==> src/rtl/rc4_pkg.sv <==
// Shared RC4 definitions: memory geometry, KSA swap-loop states,
// and key byte selection.
package rc4_pkg;

  localparam int S_DEPTH     = 256;
  localparam int ADDR_W_DEF  = 8;
  localparam int DATA_W_DEF  = 8;
  localparam int KEY_LEN_DEF = 3;
  localparam int KEY_MAX     = 32;

  typedef enum logic [2:0] {
    IDLE,
    RD_SI,
    LAT_SI,
    RD_SJ,
    LAT_SJ,
    WR_I,
    WR_J,
    DONE
  } ksa_state_t;

  // Byte 0 is the most significant byte of the nbytes-wide key.
  function automatic logic [7:0] key_byte(
    input logic [8*KEY_MAX-1:0] key,
    input int unsigned          nbytes,
    input int unsigned          idx
  );
    logic [8*KEY_MAX-1:0] sh;
    sh = key >> (8 * (nbytes - 1 - idx));
    return sh[7:0];
  endfunction

endpackage

==> src/rtl/ksa_swap_loop.sv <==
// RC4 KSA second loop: j += S[i] + key[i mod KEY_LEN], swap S[i]/S[j]
// over a single-port S-memory with 1-cycle read latency.
module ksa_swap_loop
  import rc4_pkg::*;
#(
  parameter int KEY_LEN = KEY_LEN_DEF,
  parameter int ADDR_W  = ADDR_W_DEF,
  parameter int DATA_W  = DATA_W_DEF
) (
  input  logic                 clk,
  input  logic                 rst,
  input  logic                 start,
  input  logic [8*KEY_LEN-1:0] secret_key,
  output logic                 done,
  output logic                 busy,
  output logic [ADDR_W-1:0]    mem_addr,
  output logic [DATA_W-1:0]    mem_data,
  output logic                 mem_wren,
  input  logic [DATA_W-1:0]    mem_q
);

  localparam int KIDX_W =
    (KEY_LEN > 1) ? $clog2(KEY_LEN) : 1;
  localparam logic [KIDX_W-1:0] KIDX_LAST =
    KIDX_W'(KEY_LEN - 1);
  localparam logic [ADDR_W-1:0] I_LAST = '1;

  ksa_state_t state;
  ksa_state_t state_nxt;

  logic                 start_q;
  logic                 launch;
  logic [ADDR_W-1:0]    i;
  logic [ADDR_W-1:0]    j;
  logic [KIDX_W-1:0]    kidx;
  logic [DATA_W-1:0]    si;
  logic [DATA_W-1:0]    sj;
  logic [8*KEY_MAX-1:0] key_ext;
  logic [7:0]           kb;

  assign launch  = start & ~start_q;
  assign key_ext = (8*KEY_MAX)'(secret_key);
  assign kb      = key_byte(key_ext, KEY_LEN, 32'(kidx));

  always_ff @(posedge clk or posedge rst) begin
    if (rst) begin
      state <= IDLE;
    end else begin
      state <= state_nxt;
    end
  end

  always_comb begin
    state_nxt = state;
    unique case (state)
      IDLE:    if (launch) state_nxt = RD_SI;
      RD_SI:   state_nxt = LAT_SI;
      LAT_SI:  state_nxt = RD_SJ;
      RD_SJ:   state_nxt = LAT_SJ;
      LAT_SJ:  state_nxt = WR_I;
      WR_I:    state_nxt = WR_J;
      WR_J:    state_nxt = (i == I_LAST) ? DONE : RD_SI;
      DONE:    if (!start) state_nxt = IDLE;
      default: state_nxt = IDLE;
    endcase
  end

  // done lags the DONE state by one cycle, so it also drops one
  // cycle after the FSM falls back to IDLE.
  always_ff @(posedge clk or posedge rst) begin
    if (rst) begin
      start_q <= 1'b0;
      done    <= 1'b0;
      i       <= '0;
      j       <= '0;
      kidx    <= '0;
      si      <= '0;
      sj      <= '0;
    end else begin
      start_q <= start;
      done    <= (state == DONE);
      case (state)
        IDLE: begin
          if (launch) begin
            i    <= '0;
            j    <= '0;
            kidx <= '0;
          end
        end
        LAT_SI: begin
          si <= mem_q;
          j  <= j + ADDR_W'(mem_q) + ADDR_W'(kb);
        end
        LAT_SJ: begin
          sj <= mem_q;
        end
        WR_J: begin
          if (i != I_LAST) begin
            i    <= i + ADDR_W'(1);
            kidx <= (kidx == KIDX_LAST) ? '0
                  : kidx + KIDX_W'(1);
          end
        end
        default: ;
      endcase
    end
  end

  always_comb begin
    busy     = 1'b0;
    mem_addr = '0;
    mem_data = '0;
    mem_wren = 1'b0;
    unique case (1'b1)
      (state == RD_SI): begin
        busy     = 1'b1;
        mem_addr = i;
      end
      (state == LAT_SI): begin
        busy = 1'b1;
      end
      (state == RD_SJ): begin
        busy     = 1'b1;
        mem_addr = j;
      end
      (state == LAT_SJ): begin
        busy = 1'b1;
      end
      (state == WR_I): begin
        busy     = 1'b1;
        mem_addr = i;
        mem_data = sj;
        mem_wren = 1'b1;
      end
      (state == WR_J): begin
        busy     = 1'b1;
        mem_addr = j;
        mem_data = si;
        mem_wren = 1'b1;
      end
      default: ;
    endcase
  end

endmodule
==> config.mk <==
export PLATFORM = sky130hd
export DESIGN_NAME = ksa_swap_loop
export DESIGN_NICKNAME = d
export VERILOG_FILES = /design/src/rtl/rc4_pkg.sv /design/src/rtl/ksa_swap_loop.sv
export SDC_FILE = /design/constraint.sdc
export NUM_CORES = 1
export LEC_CHECK = 0
export BUFFER_PORTS_ARGS = -buffer_cell sky130_fd_sc_hd__buf_2
export CORE_UTILIZATION = 55
export DETAILED_ROUTE_END_ITERATION = 8
export GPL_ROUTABILITY_DRIVEN = 0
export HOLD_SLACK_MARGIN = 0.1
export PLACE_DENSITY = 0.8
export SETUP_SLACK_MARGIN = 0.3
export SYNTH_ARGS = -nofsm -noshare
export SYNTH_HDL_FRONTEND = slang
export SYNTH_SLANG_ARGS = --single-unit
==> constraint.sdc <==
create_clock -name clk -period 4 [get_ports clk]
set_input_delay 0.2 -clock clk [delete_from_list [all_inputs] [get_ports clk]]
set_output_delay 0.2 -clock clk [all_outputs]
set_load 0.1 [all_outputs]
---- Word-level counts from Yosys, hierarchy flattened ----
Cells that the tools add are included.
Widths: inputs -> output; s select.
storage, ports and cells
  input port bits ......................... 35
  register bits after elaboration ......... 39
  output and inout port bits .............. 19
  bits in read-only memories .............. 0
  RAM bits ................................ 0
  latch bits .............................. 0
  memories ................................ 0
operators by class
  bitwise gates (word level) .............. 2
  $lt $le $gt $ge ......................... 0
  eq/ne operators ......................... 13
  reductions and logical operators ........ 10
  shifts and indexed selects .............. 1
  add/subtract/negate cells ............... 5
  $mul .................................... 0
  div/mod/pow operators ................... 0
  mux-type cells .......................... 16
operators with widths
  kind                 number
  $pmux 8 s2           4
  $shr 24x32->8        1
  $pmux 3 s8           1
  $add 8x8->8          2
  $mux 8               2
  $eq 3x3->1 const B   4
  $mux 3               3
  $add 8x1->8 const B  1
  $eq 8x8->1 const B   1
  $ne 8x8->1 const B   1
  $eq 3x2->1 const B   2
  $mux 2               3
  $ne 2x2->1 const B   3
  $reduce_or 2->1      3
  $reduce_or 6->1      1
  $pmux 2 s2           1
  $reduce_and 2->1     2
  $reduce_bool 2->1    2
  $eq 3x1->1 const B   1
  $logic_not 3->1      1
  $reduce_and 3->1     1
  $sub 2x2->3 const A  1
  $add 2x1->2 const B  1
  $eq 2x2->1 const B   1
  3 further kinds      4

---- Depth between registers and ports, before layout ----
  word-level depth ........................ 4
  depth in mapped cells ................... 18
  gate-level depth less buffers ........... 16

---- Least setup slack after synthesis ----
OpenSTA, ideal clock, no wires.
  path kind ............................... register to register
  start point ............................. register kidx[0]
  end point ............................... register j[7]
  stages on the path, launching flop included .. 19
  path buffers ............................ 3
  setup time .............................. 0.123 ns
  arrival ................................. 3.289 ns
  path slack .............................. 0.588 ns
  path through ............................ dfrtp_1 > buf_2 > inv_1 > ha_1 > buf_6 > and2_1 > clkbuf_1 > a21oi_1 > nor2_1 > fa_1 > ha_1 > inv_1 > fa_1 > nor2b_1 > o31ai_1 > a21oi_1 > xnor2_1 > nand2_1 > mux2i_1
between the ends
  cells in the longest elaborated chain, start to end .. 4
RTL lines
  what                    line                  RTL
  from (decl)             ksa_swap_loop.sv:35   logic [KIDX_W-1:0] kidx;
  from (signal assigned)  ksa_swap_loop.sv:100  kidx <= (kidx == KIDX_LAST) ? '0
  $sub 2x2->3             rc4_pkg.sv:29         sh = key >> (8 * (nbytes - 1 - idx));
  $shr 24x32->8           rc4_pkg.sv:29
  $add 8x8->8             ksa_swap_loop.sv:92   j <= j + ADDR_W'(mem_q) + ADDR_W'(kb);
  $pmux 8 s2              ksa_swap_loop.sv:82   case (state)
  to (signal assigned)    ksa_swap_loop.sv:92
  to (decl)               ksa_swap_loop.sv:34   logic [ADDR_W-1:0] j;
No other way between the ends.
A chain may end at the register's enable or synchronous reset.

---- Final worst setup path ----
  start point ............................. register kidx[1]
  end point ............................... register j[7]
Same word-level chain as after synthesis.

==> results.toml <==
[drt]
postRouteWirelength_um = 5580
dr.pass1.iters = 4
wire_per_inst_um = 15.0
drt_iter0_drc = 114
routed_via_density = 5.61
drc = 0
drtAntennaViolNets = 0
via_count = 2082

[clocking]
cts_tree = "built"
ctsHtreeMaxLevel = 2
root_buffer = "clkbuf_8"
clockBufferDepth = 2
clk_latency_ns = 0.28
cts-buffers-inserted = 5
clk_pin_slew_ns = 0.08
clock_sinks = 39
cts_setup_buffers = 0

[sta]
fmax_mhz = 294
period_share = 0.852
tightestPinTransition_ns = 1.23
drv_slew = 0
fin_worst_skew_ns = 0.00247
finalHoldViolations = 0
tns_ns = 0
relSlewSlack = 0.174
period_minus_slack_ns = 3.41
finalSetupViolCount = 0
grt_setup_unrepaired = "no"

[placed_design]
post-dp-hpwl_um = 4200
port-buffer-count = 53

[synth]
syn_area_sq_um = 2530
async_reset_ff_frac = 1.00
yosysMostFrequentCell = "nand2_1"
synth_common_cells = "45 x nand2_1, 39 x dfrtp_1, 33 x nor2_1, 12 x a21oi_1"
syn-num-nets = 322
synth.avg_cell_area_sq_um = 9.40
yosys-top-cells-area = "dfrtp_1 39%, nand2_1 6.7%, fa_1 6.3%"
ys.warnings.count = 0
seq_area_frac_synth = 0.386
synth_top_area_cell = "dfrtp_1"
syn-instance-count = 269
synth_edf_count = 0
synth.ff_latch_count = 39
synth.distinct_cells = 40
synth_top_area_frac = 0.386
synth_top_flop_cell = "dfrtp_1"

[pwr]
cellLeakagePower_nw = 1.46
vdd_drop_max_mv = 0.470
p_per_area_nw_per_um2 = 568

[run_status]
status = "complete, no violations"

[setup_path]
worstSetupPathType = "reg -> reg"
worstPathCellList = "inv_1 > ha_2 > mux2i_1 > nor2_1 > a21oi_1 > nor2_1 > fa_1 > ha_1 > inv_1 > fa_1 > nor2b_1 > o31ai_1 > a21oi_1 > xnor2_1 > nand2_1 > mux2i_1"
cp_max_fo = 10
cp_data_required_time_ns = 4.17
cp_num_buf_inv = 2
crit_family = "adder cells"
cp-start-kind = "flip-flop"
cp-end-kind = "flip-flop"
cp_slowest_stage_delay_ns = 0.49
worst_path_max_delay_cell = "ha_2"
critPathArrivalTime_ns = 3.58

[global_route]
grt-ovfl-total = 0
grt_max_degree = 40
grtUsageTotal = 0.248
grt_pass1_wl_um = 9510
antenna_found_initial = 0
grt_pass1_vias = 2041

[die]
dieWidth_um = 69.8
die_h_um = 69.8
rows = 24
core_area_sq_um = 4380
start_util = 0.576
dieArea_sq_um = 4870
ios = 54

[final_layout]
layout.nets = 371
drive_above_1_share = 0.251
multi_input_area_sq_um = 1430
syn_to_final_growth_pct = 15.8
fillers = 343
diodes = 0
finish.utilization = 0.668
seq_area_sq_um = 976

[flow_run]
drv_cap = 0

[hold_path]
min_path_type = "in -> reg"
report_power, final:
group	internal, mW	switching, mW
clock	0.157	0.137
sequential	0.470	0.0753
combinational	0.402	0.422
cell usage in the layout, fill, tap and decap left out, types with 9 or more instances in the layout:
master and n:
buf_2 53, a21oi_1 12, ha_1 9, nand2_1 45
dfrtp_1 39, inv_1 9, nor2_1 33, mux2i_1 9
xor2_1 10
worst paths after layout:
check	cells past startpoint	end	from	slack, ns
min in group asynchronous	4	done	rst	0.58
max in group asynchronous	4	si[4]	rst	3.08
hold / removal	3	si[5]	mem_q[5]	0.16
setup / recovery	16	j[7]	kidx[1]	0.59
setup reg to reg	16	j[7]	kidx[1]	0.59
hold reg to reg	2	si[6]	si[6]	0.48
flip-flops by register name, indices dropped and copies added (netlist names):
register	flops
start_q	1
kidx	2
state	3
j	8
sj	8
si	8
i	8
done	1
stage by stage:
step / instance area [sq um] / setup WS [ns] / total power, mW / hold WS [ns] / cells
floorplan: 2530 / 0.588 / 1.18 / 0.231 / 269
global placement: 2800 / 0.647 / 1.32 / 0.338 / 361
detailed placement: 2800 / 0.490 / 1.36 / 0.342 / 361
CTS: 2930 / 0.484 / 1.66 / 0.150 / 371
global route: 2930 / 0.315 / 1.80 / 0.167 / 371
finish: 2930 / 0.593 / 1.66 / 0.155 / 371
what timing repair did:
action	in CTS	in global routing
endpoints found under the setup margin	0	1
resized for setup	0	1
endpoints found under the hold margin	40	0
hold buffers	2	0
per-layer routing:
layer | GRT usage | share of wire
met3 | 0.0349 | 0.034
met5 | 0 | 0
met2 | 0.432 | 0.51
met4 | 0.0600 | 0.0091
met1 | 0.327 | 0.44
layout make-up:
| class | instances | area share |
|---|---|---|
| flip-flops and latches | 39 | 0.333 |
| multi-input cells | 204 | 0.490 |
| clock inverters | 1 | 0.00256 |
| clock buffers | 7 | 0.0329 |
| well taps | 52 | 0.0222 |
| inverters | 9 | 0.0115 |
| repair buffers | 59 | 0.108 |
cells by family (layout without fill, tap and decap cells):
| logic type | after synthesis | after routing | synth area share |
|---|---|---|---|
| XOR/XNOR | 13 | 13 | 0.0450 |
| AND/OR/NAND/NOR | 105 | 105 | 0.200 |
| flip-flops | 39 | 39 | 0.386 |
| buffers and inverters | 26 | 76 | 0.0475 |
| adder cells (fa/ha/maj) | 18 | 18 | 0.113 |
| AO/OA/AOI/OAI | 50 | 50 | 0.133 |
| multiplexers | 18 | 18 | 0.0757 |
worst register-to-register path, cell delays in order, from the launching register on:
cell and delay, ns:
dfrtp_1 0.36, inv_1 0.08, ha_2 0.49, mux2i_1 0.23, nor2_1 0.06, a21oi_1 0.11
nor2_1 0.06, fa_1 0.49, ha_1 0.17, inv_1 0.06, fa_1 0.39, nor2b_1 0.17
o31ai_1 0.10, a21oi_1 0.17, xnor2_1 0.13, nand2_1 0.08, mux2i_1 0.14
Note: power is estimated with default switching activity, not from simulation.
